==> src/rtl/axi_rd_arb_pkg.sv <==
// Shared widths, FSM state encoding and AR field bundle for the AXI read arbiter.
package axi_rd_arb_pkg;

   localparam int ADDR_W  = 32;
   localparam int ID_W    = 24;
   localparam int LEN_W   = 8;
   localparam int DATA_W  = 32;
   localparam int SIZE_W  = 3;
   localparam int BURST_W = 2;
   localparam int CNT_W   = LEN_W + 1;

   typedef enum logic [1:0] {
      IDLE,
      ADDR,
      DATA
   } state_t;

   typedef struct packed {
      logic [ADDR_W-1:0]  addr;
      logic [ID_W-1:0]    id;
      logic [LEN_W-1:0]   len;
      logic [SIZE_W-1:0]  size;
      logic [BURST_W-1:0] burst;
   } ar_req_t;

   // Beats in a burst: arlen encodes length minus one, so widen before adding.
   function automatic logic [CNT_W-1:0] burst_beats(input logic [LEN_W-1:0] len);
      return {1'b0, len} + CNT_W'(1);
   endfunction

endpackage

==> src/rtl/rr_pick.sv <==
// Combinational round-robin selector: first requester at or after ptr, modulo N.
module rr_pick #(
   parameter int N     = 2,
   parameter int IDX_W = 1
) (
   input  logic [N-1:0]     req,
   input  logic [IDX_W-1:0] ptr,
   output logic [N-1:0]     gnt,
   output logic [IDX_W-1:0] idx,
   output logic             valid
);

   always_comb begin
      logic [IDX_W:0]   sum;
      logic [IDX_W-1:0] cand;
      // NOTE: every output gets a default before the search loop so no path
      // leaves a value unassigned and no latch is inferred.
      gnt   = '0;
      idx   = '0;
      valid = 1'b0;
      sum   = '0;
      cand  = '0;
      for (int i = 0; i < N; i++) begin
         sum = {1'b0, ptr} + (IDX_W + 1)'(i);
         if (sum >= (IDX_W + 1)'(N)) sum = sum - (IDX_W + 1)'(N);
         cand = sum[IDX_W-1:0];
         if (!valid && req[cand]) begin
            valid     = 1'b1;
            idx       = cand;
            gnt[cand] = 1'b1;
         end
      end
   end

endmodule

==> src/rtl/axi_rd_arbiter.sv <==
// Round-robin arbiter sharing one AXI read master among NUM_REQ requesters,
// one outstanding burst at a time. Optional watchdog: define AXI_RD_ARB_TIMEOUT_EN.
module axi_rd_arbiter
   import axi_rd_arb_pkg::*;
#(
   parameter int NUM_REQ        = 2,
   parameter int TIMEOUT_CYCLES = 1024
) (
   input  logic                         clk,
   input  logic                         rst,
   input  logic [NUM_REQ-1:0]           s_arvalid,
   output logic [NUM_REQ-1:0]           s_arready,
   input  logic [NUM_REQ*ADDR_W-1:0]    s_araddr,
   input  logic [NUM_REQ*ID_W-1:0]      s_arid,
   input  logic [NUM_REQ*LEN_W-1:0]     s_arlen,
   input  logic [NUM_REQ*SIZE_W-1:0]    s_arsize,
   input  logic [NUM_REQ*BURST_W-1:0]   s_arburst,
   output logic [NUM_REQ-1:0]           s_rvalid,
   input  logic [NUM_REQ-1:0]           s_rready,
   output logic [DATA_W-1:0]            s_rdata,
   output logic [ID_W-1:0]              s_rid,
   output logic [1:0]                   s_rresp,
   output logic                         s_rlast,
   output logic                         m_arvalid,
   input  logic                         m_arready,
   output logic [ADDR_W-1:0]            m_araddr,
   output logic [ID_W-1:0]              m_arid,
   output logic [LEN_W-1:0]             m_arlen,
   output logic [SIZE_W-1:0]            m_arsize,
   output logic [BURST_W-1:0]           m_arburst,
   input  logic                         m_rvalid,
   output logic                         m_rready,
   input  logic [DATA_W-1:0]            m_rdata,
   input  logic [ID_W-1:0]              m_rid,
   input  logic [1:0]                   m_rresp,
   input  logic                         m_rlast,
   output logic [NUM_REQ-1:0]           grant_o,
   output logic                         err_len,
   output logic                         err_timeout
);

   localparam int IDX_W = $clog2(NUM_REQ);

   if (NUM_REQ < 2 || NUM_REQ > 8 || TIMEOUT_CYCLES < 1) begin : g_bad_params
      $error("axi_rd_arbiter: NUM_REQ must be 2..8 and TIMEOUT_CYCLES >= 1");
   end

   state_t             state, state_n;
   logic [IDX_W-1:0]   ptr, gnt_idx, pick_idx;
   logic [NUM_REQ-1:0] gnt_q, pick_gnt;
   logic               pick_valid;
   ar_req_t            ar_q;
   logic [CNT_W-1:0]   beat_cnt, beat_next, exp_beats;
   logic               ar_hs, r_hs, len_bad, timeout;

   rr_pick #(.N(NUM_REQ), .IDX_W(IDX_W)) u_pick (
      .req   (s_arvalid),
      .ptr   (ptr),
      .gnt   (pick_gnt),
      .idx   (pick_idx),
      .valid (pick_valid)
   );

   assign ar_hs     = (state == ADDR) && m_arready;
   assign r_hs      = (state == DATA) && m_rvalid && m_rready;
   assign beat_next = beat_cnt + CNT_W'(1);
   assign exp_beats = burst_beats(ar_q.len);
   // A short burst is only known at rlast; an over-long one is flagged on the first extra beat.
   assign len_bad   = m_rlast ? (beat_next != exp_beats) : (beat_next > exp_beats);

   always_comb begin
      state_n = state;
      unique case (state)
         IDLE:    if (pick_valid) state_n = ADDR;
         ADDR:    if (timeout) state_n = IDLE;
                  else if (ar_hs) state_n = DATA;
         DATA:    if (timeout || (r_hs && m_rlast)) state_n = IDLE;
         default: state_n = IDLE;
      endcase
   end

   // NOTE: all state below uses non-blocking assignments so every register
   // samples pre-edge values regardless of statement order.
   always_ff @(posedge clk or posedge rst) begin
      if (rst) begin
         state    <= IDLE;
         ptr      <= '0;
         gnt_idx  <= '0;
         gnt_q    <= '0;
         ar_q     <= '0;
         beat_cnt <= '0;
         err_len  <= 1'b0;
      end else begin
         state <= state_n;
         if (state == IDLE && pick_valid) begin
            gnt_idx <= pick_idx;
            gnt_q   <= pick_gnt;
            ar_q    <= '{addr:  s_araddr [pick_idx*ADDR_W  +: ADDR_W],
                         id:    s_arid   [pick_idx*ID_W    +: ID_W],
                         len:   s_arlen  [pick_idx*LEN_W   +: LEN_W],
                         size:  s_arsize [pick_idx*SIZE_W  +: SIZE_W],
                         burst: s_arburst[pick_idx*BURST_W +: BURST_W]};
         end
         if (ar_hs) beat_cnt <= '0;
         else if (r_hs) beat_cnt <= beat_next;
         if (r_hs && len_bad) err_len <= 1'b1;
         if ((r_hs && m_rlast) || timeout)
            ptr <= (gnt_idx == IDX_W'(NUM_REQ - 1)) ? '0 : gnt_idx + IDX_W'(1);
      end
   end

`ifdef AXI_RD_ARB_TIMEOUT_EN
   localparam int WD_W = $clog2(TIMEOUT_CYCLES + 1);
   logic [WD_W-1:0] wd_cnt;
   logic            err_to_q;

   // Fires on the TIMEOUT_CYCLES-th consecutive cycle without an AR or R handshake.
   assign timeout = (state != IDLE) && !(ar_hs || r_hs) &&
                    (wd_cnt == WD_W'(TIMEOUT_CYCLES - 1));

   always_ff @(posedge clk or posedge rst) begin
      if (rst) begin
         wd_cnt   <= '0;
         err_to_q <= 1'b0;
      end else begin
         if (state == IDLE || ar_hs || r_hs || timeout) wd_cnt <= '0;
         else wd_cnt <= wd_cnt + WD_W'(1);
         if (timeout) err_to_q <= 1'b1;
      end
   end

   assign err_timeout = err_to_q;
`else
   assign timeout     = 1'b0;
   assign err_timeout = 1'b0;
`endif

   assign grant_o   = (state != IDLE) ? gnt_q : '0;
   assign s_arready = ar_hs ? gnt_q : '0;
   assign s_rvalid  = (state == DATA && m_rvalid) ? gnt_q : '0;
   assign m_rready  = (state == DATA) && |(s_rready & gnt_q);

   assign m_arvalid = (state == ADDR);
   assign m_araddr  = ar_q.addr;
   assign m_arid    = ar_q.id;
   assign m_arlen   = ar_q.len;
   assign m_arsize  = ar_q.size;
   assign m_arburst = ar_q.burst;

   assign s_rdata = (state == DATA) ? m_rdata : '0;
   assign s_rid   = (state == DATA) ? m_rid   : '0;
   assign s_rresp = (state == DATA) ? m_rresp : '0;
   assign s_rlast = (state == DATA) && m_rlast;

endmodule
==> config.mk <==
export PLATFORM = sky130hd
export DESIGN_NAME = axi_rd_arbiter
export DESIGN_NICKNAME = d
export VERILOG_FILES = /design/src/rtl/axi_rd_arb_pkg.sv /design/src/rtl/rr_pick.sv /design/src/rtl/axi_rd_arbiter.sv
export SDC_FILE = /design/constraint.sdc
export NUM_CORES = 1
export LEC_CHECK = 0
export ABC_AREA = 1
export CORE_AREA = 2 2 133 135
export DETAILED_ROUTE_END_ITERATION = 16
export DIE_AREA = 0 0 135 137
export HOLD_SLACK_MARGIN = 0.15
export PLACE_DENSITY = 0.75
export SLEW_MARGIN = 20
export SYNTH_ARGS = -nofsm -noshare
export SYNTH_HDL_FRONTEND = slang
export SYNTH_SLANG_ARGS = --single-unit
export TNS_END_PERCENT = 1
==> constraint.sdc <==
create_clock -name clk -period 7.2 [get_ports clk]
set_input_delay 1.44 -clock clk [delete_from_list [all_inputs] [get_ports clk]]
set_output_delay 1.44 -clock clk [all_outputs]
set_load 0.01 [all_outputs]
======== Yosys cells after proc, flatten, opt, wreduce, memory -nomap -nowiden ========
Index checks and enable logic that the tools add are counted.
storage, ports and cells
  bits in registers ....................... 85
  output and inout bits ................... 138
cells by class
  $add $sub $neg .......................... 6
  $mul .................................... 2
  order comparisons ....................... 7
  equality and inequality tests ........... 6
  shift-type cells ........................ 5
  mux-type cells .......................... 30
  bitwise logic cells ..................... 2
  reductions and logical operators ........ 17
operators by type and width
  operator                                                               count
  64-bit by 7-bit variable part select with 32-bit output                1
  48-bit by 7-bit variable part select with 24-bit output                1
  32-bit two-way mux                                                     1
  24-bit two-way mux                                                     1
  2-bit two-way mux                                                      9
  9-bit two-way mux                                                      2
  16-bit by 5-bit variable part select with 8-bit output                 1
  1-bit two-way mux                                                      14
  1-bit logical AND                                                      11
  8-bit by 1-bit adder with 9-bit output (second input constant)         1
  9-bit by 1-bit adder with 9-bit output (second input constant)         1
  9-bit greater-than comparator                                          1
  9-bit != test                                                          1
  1-bit by 2-bit multiplier with 3-bit output (second input constant)    2
  2-bit case mux with 3 select lines                                     1
  6-bit by 4-bit variable part select with 3-bit output                  1
  1-bit by 2-bit < comparator with 1-bit output (second input constant)  2
  2-bit by 1-bit != test with 1-bit output (second input constant)       2
  2-bit nonzero test                                                     2
  4-bit by 3-bit variable part select with 2-bit output                  1
  3-bit AND reduction                                                    1
  1-bit by 1-bit adder with 2-bit output (second input constant)         1
  2-bit bitwise AND                                                      1
  1-bit demux with 1-bit select                                          2
  other kinds (12)                                                       14

======== Logic depth before layout (Yosys ltp) ========
Gate-level depths: netlist of the first run.
  depth in word-level cells ............... 10
  gate-level depth with buffers ........... 13

======== Cells and area by module ========
Synthesis of the first run repeated with hierarchy kept, for this count alone.
second synthesis, totals
  cell total of the unflattened synthesis .. 681
  area total of the unflattened synthesis .. 4875.9 um^2
by module, submodules not included
  module          times used  cells each  area each (um^2)
  axi_rd_arbiter  1           674         4845.9
  rr_pick         1           7           30.0

======== Worst setup path before layout of the first run ========
OpenSTA, ideal clock, no wires.
  path type ............................... in2out
  start point ............................. input s_rready[1]
  end point ............................... output m_rready
  data arrival time ....................... 1861 ps
  path slack .............................. 3899 ps
  stages on the path ...................... 4
  buffers on the path ..................... 0
  cell sequence ........................... inv_1 > o21ai_0 > inv_1 > nor2_1
on the way
  cells in the longest elaborated chain, start to end .. 3
ends and longest elaborated chain
  item                line                   RTL
  start, declared     axi_rd_arbiter.sv:19   input logic [NUM_REQ-1:0] s_rready,
  2-bit bitwise AND   axi_rd_arbiter.sv:141  assign m_rready = (state == DATA) && |(s_rready & gnt_q);
  2-bit OR reduction  axi_rd_arbiter.sv:141
  1-bit logical AND   axi_rd_arbiter.sv:141
  end, declared       axi_rd_arbiter.sv:32   output logic m_rready,
No other way between the ends.

======== Worst setup path in the final report of the first run ========
Same ends and word-level chain as after synthesis.

==> flow_summary.ini, run 1 <==
[outcome]
status = complete, no violations

[setup_path]
crit_type = input pin to output pin
required_ps = 5760
timing.rr.start = state[1]
r2r_cells = 8
r2r_slack_ps = 4500
cp-start-kind = input pin
crit_fanout = 2
endpoint_kind = output pin
reg2reg_to = m_araddr[21]
cp.arrival_ps = 2860

[route]
routed_via_density = 4.43
vias = 5404
drc_errors = 0
wl_um = 18100
dr.pass1.iters = 4
wl_per_cell_um = 14.9
drt_iter0_drc = 186
ant_nets = 0

[die]
core_um2 = 17100
die_h_um = 137
dieArea_um2 = 18500
initial_core_util = 0.277
row_count = 48
die_w_um = 135
io_pins = 343

[synth]
avgSynthCellArea_um2 = 7.09
syn_inst = 667
syn-num-nets = 883
yosys_register_bits = 85
synth_cell_types = 25
syn_area_um2 = 4730
synth_seq_area_share = 0.450
yosysWarnings = 0

[clock_tree]
cts_root_buffer = clkbuf_16
post_cts_resized = 0
cts_hold_buf = 0
htreeDepth = 3
cts_buffers = 9
cts_max_path_buffers = 2
cts_setup_buffers = 0
cts_tree = done
cts_sinks = 85
clock_latency_ps = 340
clk_pin_slew_ps = 60

[sta]
rsz0062_at_grt = no
hold_violations = 0
slew_violations = 0
tns_ps = 0
period_needed_ps = 4300
whs_ps = 457
setup_ws_ps = 2900
tightest_slew_ps = 862
fmax_mhz = 233
fin_crit_sh = 0.597
setup_viol = 0
fin_skew_ps = 9.45
slew_headroom = 0.426

[grt]
antenna_found_initial = 0
grtUsageTotal = 0.187
grt_pass1_vias = 5174
grt_pass1_wl_um = 27100
grt_overflow = 0
grt_max_degree = 74

[place]
pre_cts_slack_ps = 2890
placed_cells = 1203
place_congestion = 0.795
place_hpwl_um = 13300
io_buffers = 341

[layout]
layout_commonest_cell = clkdlybuf4s50_1
drive_gt1_frac = 0.0292
area_growth_pct = 83.6
antennaDiodeCount = 0
n_fill_cell = 1633
nets = 1205
final_cell_mix = 341 x clkdlybuf4s50_1, 149 x nor2_1, 141 x a21oi_1
stdcell_count = 1219

[min_path]
hold_start = gnt_idx
hold_depth = 1
holdPathEnd = ptr
min_path_type = flop to flop

[job]
drv_cap = 0

[power_and_ir_drop]
power_density_nw_per_um2 = 345
power_uw = 3000
ir_drop_uv = 163
p_leak_uw = 0.00387
-- sequential cells by signal, indices dropped and copies added, names as in the netlist --
| signal | flops |
|---|---|
| m_araddr | 32 |
| gnt_q | 2 |
| gnt_idx | 1 |
| state | 2 |
| ptr | 1 |
| beat_cnt | 9 |
| m_arsize | 3 |
| m_arid | 24 |
| m_arburst | 2 |
| err_len | 1 |
| m_arlen | 8 |
-- metal layers --
metal	part of all wire	GRT usage
met1	0.43	0.230
met4	0.012	0.0469
met2	0.49	0.320
met5	0	0
met3	0.070	0.0574
-- worst max-delay path by stage --
stage,from,end,slack [ps],cells after the start
after detailed placement,s_rready[1],m_rready,2890,6
after global routing,s_rready[1],m_rready,2850,6
final,s_rready[1],m_rready,2900,6
after CTS,s_rready[1],m_rready,2880,6
after global placement,s_rready[1],m_rready,2860,6
after floorplan,rst,beat_cnt[0],3570,1
-- where the power goes --
part / switching [uW] / leakage (uW) / internal (uW)
logic: 792 / 0.00272 / 796
registers: 154 / 0.000976 / 697
clock network: 197 / 0.000172 / 359
total: 1140 / 0.00387 / 1850
-- cell usage after synthesis --
cell / instances / area, um^2
o21ai_1: 1 / 5.00
buf_2: 10 / 50.1
a21oi_4: 1 / 16.3
buf_4: 3 / 22.5
a21oi_1: 141 / 706
dfrtp_1: 85 / 2130
o22ai_1: 2 / 12.5
clkbuf_1: 22 / 82.6
o21ai_2: 1 / 8.76
ha_1: 11 / 138
nand3_1: 10 / 50.1
conb_1: 1 / 3.75
inv_2: 4 / 15.0
o31ai_1: 1 / 7.51
nor3_1: 1 / 5.00
nand2_1: 112 / 420
xor2_1: 9 / 78.8
nand3b_1: 2 / 15.0
nor2_1: 149 / 559
inv_1: 88 / 330
and3_1: 1 / 6.26
xnor2_1: 2 / 17.5
o21ai_0: 7 / 35.0
and2_1: 1 / 6.26
nand4_1: 2 / 12.5
-- through the flow --
| step | area, um^2 | util |
|---|---|---|
| finish | 8680 | 0.509 |
| global route | 8680 | 0.509 |
| CTS | 8680 | 0.509 |
| detailed placement | 8320 | 0.488 |
| global placement | 8320 | 0.488 |
| floorplan | 4730 | - |
-- critical path, stage by stage --
cell and delay (ps):
clkdlybuf4s50_1 460, inv_1 40, o21ai_0 210, inv_1 70, nor2_1 80, clkdlybuf4s50_1 560
-- kinds of logic after synthesis --
kind of cell | Yosys count | synth area share
and+or+nand+nor | 278 | 0.227
AOI/OAI and AO/OA | 154 | 0.167
buffers and inverters | 127 | 0.106
DFF | 85 | 0.450
xor gates and xnor gates | 11 | 0.0204
adders and majority gates | 11 | 0.0291
other | 1 | 0.000793
-- cell type report --
type                    count  area, um^2  area share
repair buffers            346        3450       0.397
clock inverters             5         106      0.0122
clock buffers              11         253      0.0291
multi-input cells         455        2120       0.244
well taps                 225         282      0.0324
flip-flops and latches     85        2130       0.245
inverters                  92         348      0.0401
No activity file was read; power rests on OpenSTA's default activity.
==> inputs of run 2 (changes only) <==
- CORE_AREA: 2 2 133 135 -> 2 2 132 134
- DIE_AREA: 0 0 135 137 -> 0 0 134 136
- PLACE_DENSITY: 0.75 -> 0.79
- clock period: 7.2 -> 3.85 ns (I/O delays scaled with it)
==> run 2 against run 1 <==
Compared with the run above:
- die area fell by 1.5%
- sequential share of layout area is 0.096 points higher
- power rose by 82%
- setup slack got worse by 2200 ps
- non-clock buffer count increased by 2
- clock-buffer cell count unchanged
- final cell count grew 0.16%
- largest cell class unchanged
- largest power group unchanged
- highest routed layer unchanged
==> flow_summary.ini, run 2 (synthesis gave the netlist of run 1 again) <==
[route]
wl_um = 18100
wl_per_cell_um = 14.8
dr.pass1.iters = 4
drt_iter0_drc = 266
ant_nets = 0
vias = 5423
routed_via_density = 4.44
drc_errors = 0

[grt]
antenna_found_initial = 0
grtUsageTotal = 0.192
grt_max_degree = 72
grt_pass1_wl_um = 27500
grt_overflow = 0
grt_pass1_vias = 5265

[power_and_ir_drop]
power_uw = 5440
ir_drop_uv = 336
power_density_nw_per_um2 = 629
p_leak_uw = 0.00385

[sta]
hold_violations = 0
slew_violations = 0
slew_headroom = 0.439
period_needed_ps = 3110
setup_viol = 0
fin_crit_sh = 0.807
tightest_slew_ps = 841
fin_skew_ps = 8.59
fmax_mhz = 322
rsz0062_at_grt = no
tns_ps = 0

[clock_tree]
post_cts_resized = 0
cts_hold_buf = 0
cts_tree = done
cts_max_path_buffers = 2
clock_latency_ps = 350
cts_root_buffer = clkbuf_16
htreeDepth = 3
cts_buffers = 9
clk_pin_slew_ps = 60
cts_setup_buffers = 0
cts_sinks = 85

[setup_path]
required_ps = 3080
endpoint_kind = output pin
crit_type = input pin to output pin
cp-start-kind = input pin
cp.arrival_ps = 2340
crit_fanout = 2

[die]
die_h_um = 136
initial_core_util = 0.280
die_w_um = 134
io_pins = 343
core_um2 = 16900
dieArea_um2 = 18200
row_count = 48

[layout]
nets = 1207
antennaDiodeCount = 0
largest_register_ffs = 32
area_growth_pct = 82.9
final_cell_mix = 341 x clkdlybuf4s50_1, 149 x nor2_1, 141 x a21oi_1
layout_commonest_cell = clkdlybuf4s50_1
final_util = 0.513
drive_gt1_frac = 0.0301

[place]
place_congestion = 0.857
place_hpwl_um = 13400
io_buffers = 341

[job]
drv_cap = 0

[min_path]
min_path_type = flop to flop

[outcome]
status = complete, no violations
==> run 2: changes by cell type in the layout (fill, tap and decap cells not counted), sizes merged <==
cell,delta
clkinvlp,+2
buf,+2
inv,-1
clkinv,+2
bufinv,-3
==> run 2: routing by layer <==
metal / routed length, um / global-route usage
met5: 0 / 0
met1: 7580 / 0.240
met4: 278 / 0.0561
met3: 1240 / 0.0511
met2: 8960 / 0.325
==> run 2: final timing paths <==
| check | from | endpoint | slack, ps | depth (start not counted) |
|---|---|---|---|---|
| worst min register to register | gnt_idx | ptr | 460 | 1 |
| max in group asynchronous | rst | ptr | 2300 | 3 |
| worst max-delay path | s_rready[1] | m_rready | 740 | 6 |
| worst min-delay path | gnt_idx | ptr | 460 | 1 |
| worst max register to register | beat_cnt[0] | err_len | 1530 | 12 |
| min in group asynchronous | rst | m_araddr[6] | 840 | 2 |
==> run 2: per-stage QoR <==
stage | hold slack, ps | std cells | setup slack [ps] | instance area [um^2]
after floorplan | 424 | 667 | 887 | 4730
after global routing | 486 | 1221 | 664 | 8650
after detailed placement | 454 | 1205 | 763 | 8370
final | 460 | 1221 | 742 | 8650
after CTS | 464 | 1221 | 742 | 8650
after global placement | 435 | 1205 | 715 | 8370
==> run 2: final cells by class <==
class | count | area, um^2
multi-input cells | 455 | 2110
repair buffers | 348 | 3500
fillers | 1598 | 8230
clock buffers | 11 | 243
well taps | 225 | 282
flip-flops and latches | 85 | 2130
clock inverters | 5 | 36.3
inverters | 92 | 347
==> run 2: where the power goes <==
part / leakage, uW / internal, uW / total (uW) / switching (uW)
Sequential: 0.000976 / 1300 / 1600 / 293
Combinational: 0.00274 / 1510 / 3010 / 1500
Clock: 0.000128 / 455 / 832 / 377
==> run 2: worst max-delay path, stage by stage <==
cell and delay [ps]:
clkdlybuf4s50_1 450, inv_1 30, o21ai_0 340, inv_1 90, nor2_1 100, clkdlybuf4s50_1 550
==> inputs of run 3 (changes only) <==
- CORE_AREA: 2 2 132 134 -> 2 2 134 136
- DIE_AREA: 0 0 134 136 -> 0 0 136 138
- PLACE_DENSITY: 0.79 -> 0.74
- clock period: 3.85 -> 2.9 ns (I/O delays scaled with it)
==> run 3 against run 2 <==
Compared with the run above:
- final cell count increased by 0.49%
- die area increased by 3.0%
- flip-flop and latch count unchanged
- highest routed layer unchanged
==> flow_summary.ini, run 3 (synthesis gave the netlist of run 1 again) <==
[place]
place_area_um2 = 8400
io_buffers = 341
place_congestion = 0.895
place_hpwl_um = 13800

[route]
dr.pass1.iters = 5
drt_iter0_drc = 285
routed_via_density = 4.43
drc_errors = 0
wl_per_cell_um = 15.1
wl_um = 18500
vias = 5438
ant_nets = 0

[layout]
antennaDiodeCount = 0
final_cell_mix = 341 x clkdlybuf4s50_1, 149 x nor2_1, 141 x a21oi_1
n_fill_cell = 1679
nets = 1210
area_growth_pct = 84.2
largest_register_ffs = 32
layout_commonest_cell = clkdlybuf4s50_1
final_area_um2 = 8710
drive_gt1_frac = 0.0321

[setup_path]
crit_fanout = 28
cp.arrival_ps = 2130
crit_type = flop to output pin
required_ps = 2320
cp-start-kind = flop
endpoint_kind = output pin

[power_and_ir_drop]
p_leak_uw = 0.00388
power_density_nw_per_um2 = 849
ir_drop_uv = 453

[clock_tree]
cts_max_path_buffers = 2
post_cts_resized = 0
cts_setup_buffers = 0
cts_hold_buf = 0
clk_pin_slew_ps = 60
cts_sinks = 85
cts_root_buffer = clkbuf_16
clock_latency_ps = 340
cts_buffers = 9
htreeDepth = 3
cts_tree = done

[sta]
period_needed_ps = 2710
hold_violations = 0
fmax_mhz = 369
fin_crit_sh = 0.934
slew_violations = 0
setup_viol = 0
rsz0062_at_grt = no
fin_skew_ps = 4.31
tns_ps = 0

[grt]
grt_pass1_vias = 5430
grt_pass1_wl_um = 28300
antenna_found_initial = 0
grt_overflow = 0
grtUsageTotal = 0.194
grt_max_degree = 70

[die]
io_pins = 343
core_um2 = 17500
dieArea_um2 = 18800
die_w_um = 136
initial_core_util = 0.270
row_count = 49
die_h_um = 138

[outcome]
status = complete, no violations

[job]
drv_cap = 0

[min_path]
min_path_type = flop to flop
-- run 3: final cells by class --
class	count	area, um^2	area share
Timing Repair Buffer	351	3530	0.405
Sequential cell	85	2130	0.244
Multi-Input combinational cell	455	2110	0.242
Inverter	92	347	0.0398
Tap cell	229	287	0.0329
Clock buffer	11	243	0.0279
Clock inverter	4	72.6	0.00833
-- run 3: path summary, 6_finish.rpt --
| check | start | end | slack (ps) | cells past startpoint |
|---|---|---|---|---|
| min | gnt_idx | ptr | 450 | 1 |
| min reg2reg | gnt_idx | ptr | 450 | 1 |
| max in group asynchronous | rst | state[0] | 1760 | 3 |
| max reg2reg | beat_cnt[0] | err_len | 610 | 12 |
| min in group asynchronous | rst | m_araddr[3] | 550 | 2 |
| max | state[0] | s_rid[12] | 190 | 5 |
-- run 3: critical path, stage by stage, from the launching register on --
cell and delay [ps]:
dfrtp_1 370, inv_2 80, nand2_2 280, buf_4 310
nor2_1 160, clkdlybuf4s50_1 570
-- run 3: where the power goes --
part	internal, uW	total [uW]	switching [uW]
logic	2020	4020	2010
clock network	772	1250	475
registers	1730	2130	398
total	4520	7400	2880
-- run 3: layer usage --
| layer | up-vias | GRT usage | share of wire | wire length [um] |
|---|---|---|---|---|
| met4 | 0 | 0.0620 | 0.019 | 350 |
| met1 | 2509 | 0.234 | 0.41 | 7620 |
| met2 | 176 | 0.328 | 0.49 | 9130 |
| li1 | 2727 | - | - | - |
| met5 | - | 0 | 0 | 0 |
| met3 | 26 | 0.0587 | 0.077 | 1430 |
-- run 3: stage by stage --
stage                     setup slack [ps]   util  power, uW  hold WS [ps]  cells
final                                  193  0.497       7400           448   1227
after global routing                  22.6  0.497       7930           474   1227
after detailed placement               299  0.479       6190           442   1212
after CTS                              192  0.497       7480           451   1227
after floorplan                        127      -       3950           424    667
after global placement                 315  0.479       6130           435   1212
==> edit: new RTL, flow settings as in run 2 <==
Build with the macro `AXI_RD_ARB_TIMEOUT_EN` defined.
--- a/src/rtl/axi_rd_arbiter.sv
+++ b/src/rtl/axi_rd_arbiter.sv
@@ -2,2 +2,4 @@
 // one outstanding burst at a time. Optional watchdog: define AXI_RD_ARB_TIMEOUT_EN.
+`define AXI_RD_ARB_TIMEOUT_EN
+
 module axi_rd_arbiter
Function: no difference found for any inputs over 10 cycles, from zero or initial values and one cycle with rst high; that may be too few to reach the edited logic, so the function may still have changed.
==> edit against run 2 <==
  * Power grew 5.6%
  * Clock skew shrank 1.9 ps
  * Register-to-register slack lost 60 ps
  * Cell area grew 7.5%
  * Synthesized area grew 12%
  * Routed wire length shrank 3.2%
  * Worst setup slack lost 79 ps
  * Sequential cell count grew 12
==> edit: results <==
[run_status]
status = "complete, no violations"

[place]
place_worst_setup_slack_ps = 634
portBuffers = 342
gp_congestion = 0.772
hpwl_mm = 13.5

[power_and_ir_drop]
vdd.ir_drop.worst_mv = 0.329
intPower_mw = 3.60
p_leak_nw = 4.19

[routing]
vias = 5804
drt_wl_total_mm = 17.5
drt_pass1_iterations = 6
dr.first_iter.drc_count = 241

[global_route]
grt_first_pass_wirelength_mm = 27.4
grt_pass1_vias = 5707
grt_max_degree = 70
track_usage_pct = 19.0

[setup_path]
path_max_fanout = 2
arrival_ps = 2420

[final_layout]
largest_reg_flops = 32
final_nets = 1270
antennaDiodeCount = 0
drive_gt1_share_pct = 3.69

[clock_tree]
cts_resized = 0
root_buffer = "clkbuf_16"
htreeDepth = 3

[logic_synthesis]
async_flop_share_pct = 100
synth_fp_nets = 940
synth_top_cells_by_count = "nand2_1 (180), nor2_1 (160), dfrtp_1 (97)"
ys.flop_type = "dfrtp_1"
ys_top_cells_by_area = "dfrtp_1 (46%), nand2_1 (13%), nor2_1 (11%), a31oi_1 (8.1%), inv_1 (6.5%)"
ys_seq_area_share_pct = 45.8
synth_cell_type_count = 31

[hold_path]
hp-class = "reg -> reg"

[sta]
finClkSkew_ps = 6.72
maxSlewHeadroom_pct = 51.1
-- edit: worst paths after layout --
path	depth (start not counted)	slack [ps]	start	to
worst max register to register	16	1470	beat_cnt[0]	err_len
max in group asynchronous	3	2280	rst	gnt_q[1]
min in group asynchronous	2	870	rst	m_araddr[4]
worst min register to register	2	470	err_len	err_len
worst min-delay path	2	470	err_len	err_len
worst max-delay path	6	660	s_rready[1]	m_rready
-- edit: kinds of logic after synthesis --
group | count (synthesis) | synth area share (%)
adders and majority gates | 12 | 2.83
DFF | 97 | 45.8
buffers and inverters | 131 | 9.82
AOI/OAI and AO/OA | 88 | 10.2
and+or+nand+nor | 379 | 28.7
xor gates and xnor gates | 16 | 2.64
-- edit: area by class of cell --
class / instances / area [sq um]
Timing Repair Buffer: 354 / 3560
Tap cell: 225 / 282
Inverter: 96 / 363
Multi-Input combinational cell: 495 / 2360
Clock buffer: 11 / 233
Clock inverter: 4 / 76.3
Sequential cell: 97 / 2430
Fill cell: 1554 / 7570
-- edit: stage by stage --
step                      cells  hold WS [ps]  cell area, sq um
final                      1282           472              9300
after global routing       1282           520              9300
after CTS                  1282           486              9300
after detailed placement   1267           463              8990
after global placement     1267           453              8990
after floorplan             723           455              5300
-- edit: power groups by stage --
stage          clock network, mW  logic (mW)  registers [mW]
2_1_floorplan                  0        1.31            1.87
3_3_place_gp                   0        3.06            1.72
3_5_place_dp                   0        3.10            1.74
4_1_cts                    0.980        3.11            1.73
5_1_grt                     1.02        3.37            1.78
6_report                   0.957        3.06            1.73
-- edit: layer usage --
layer / GRT usage, % / wire [um]
met4: 5.20 / 280
met1: 20.1 / 6630
met3: 6.64 / 1610
met5: 0 / 0
met2: 35.7 / 8960
-- edit: critical path, cell delays in order --
cell	delay, ps
clkdlybuf4s50_1	450
inv_1	30
o21ai_0	370
inv_1	80
nor2_1	140
clkdlybuf4s50_1	570
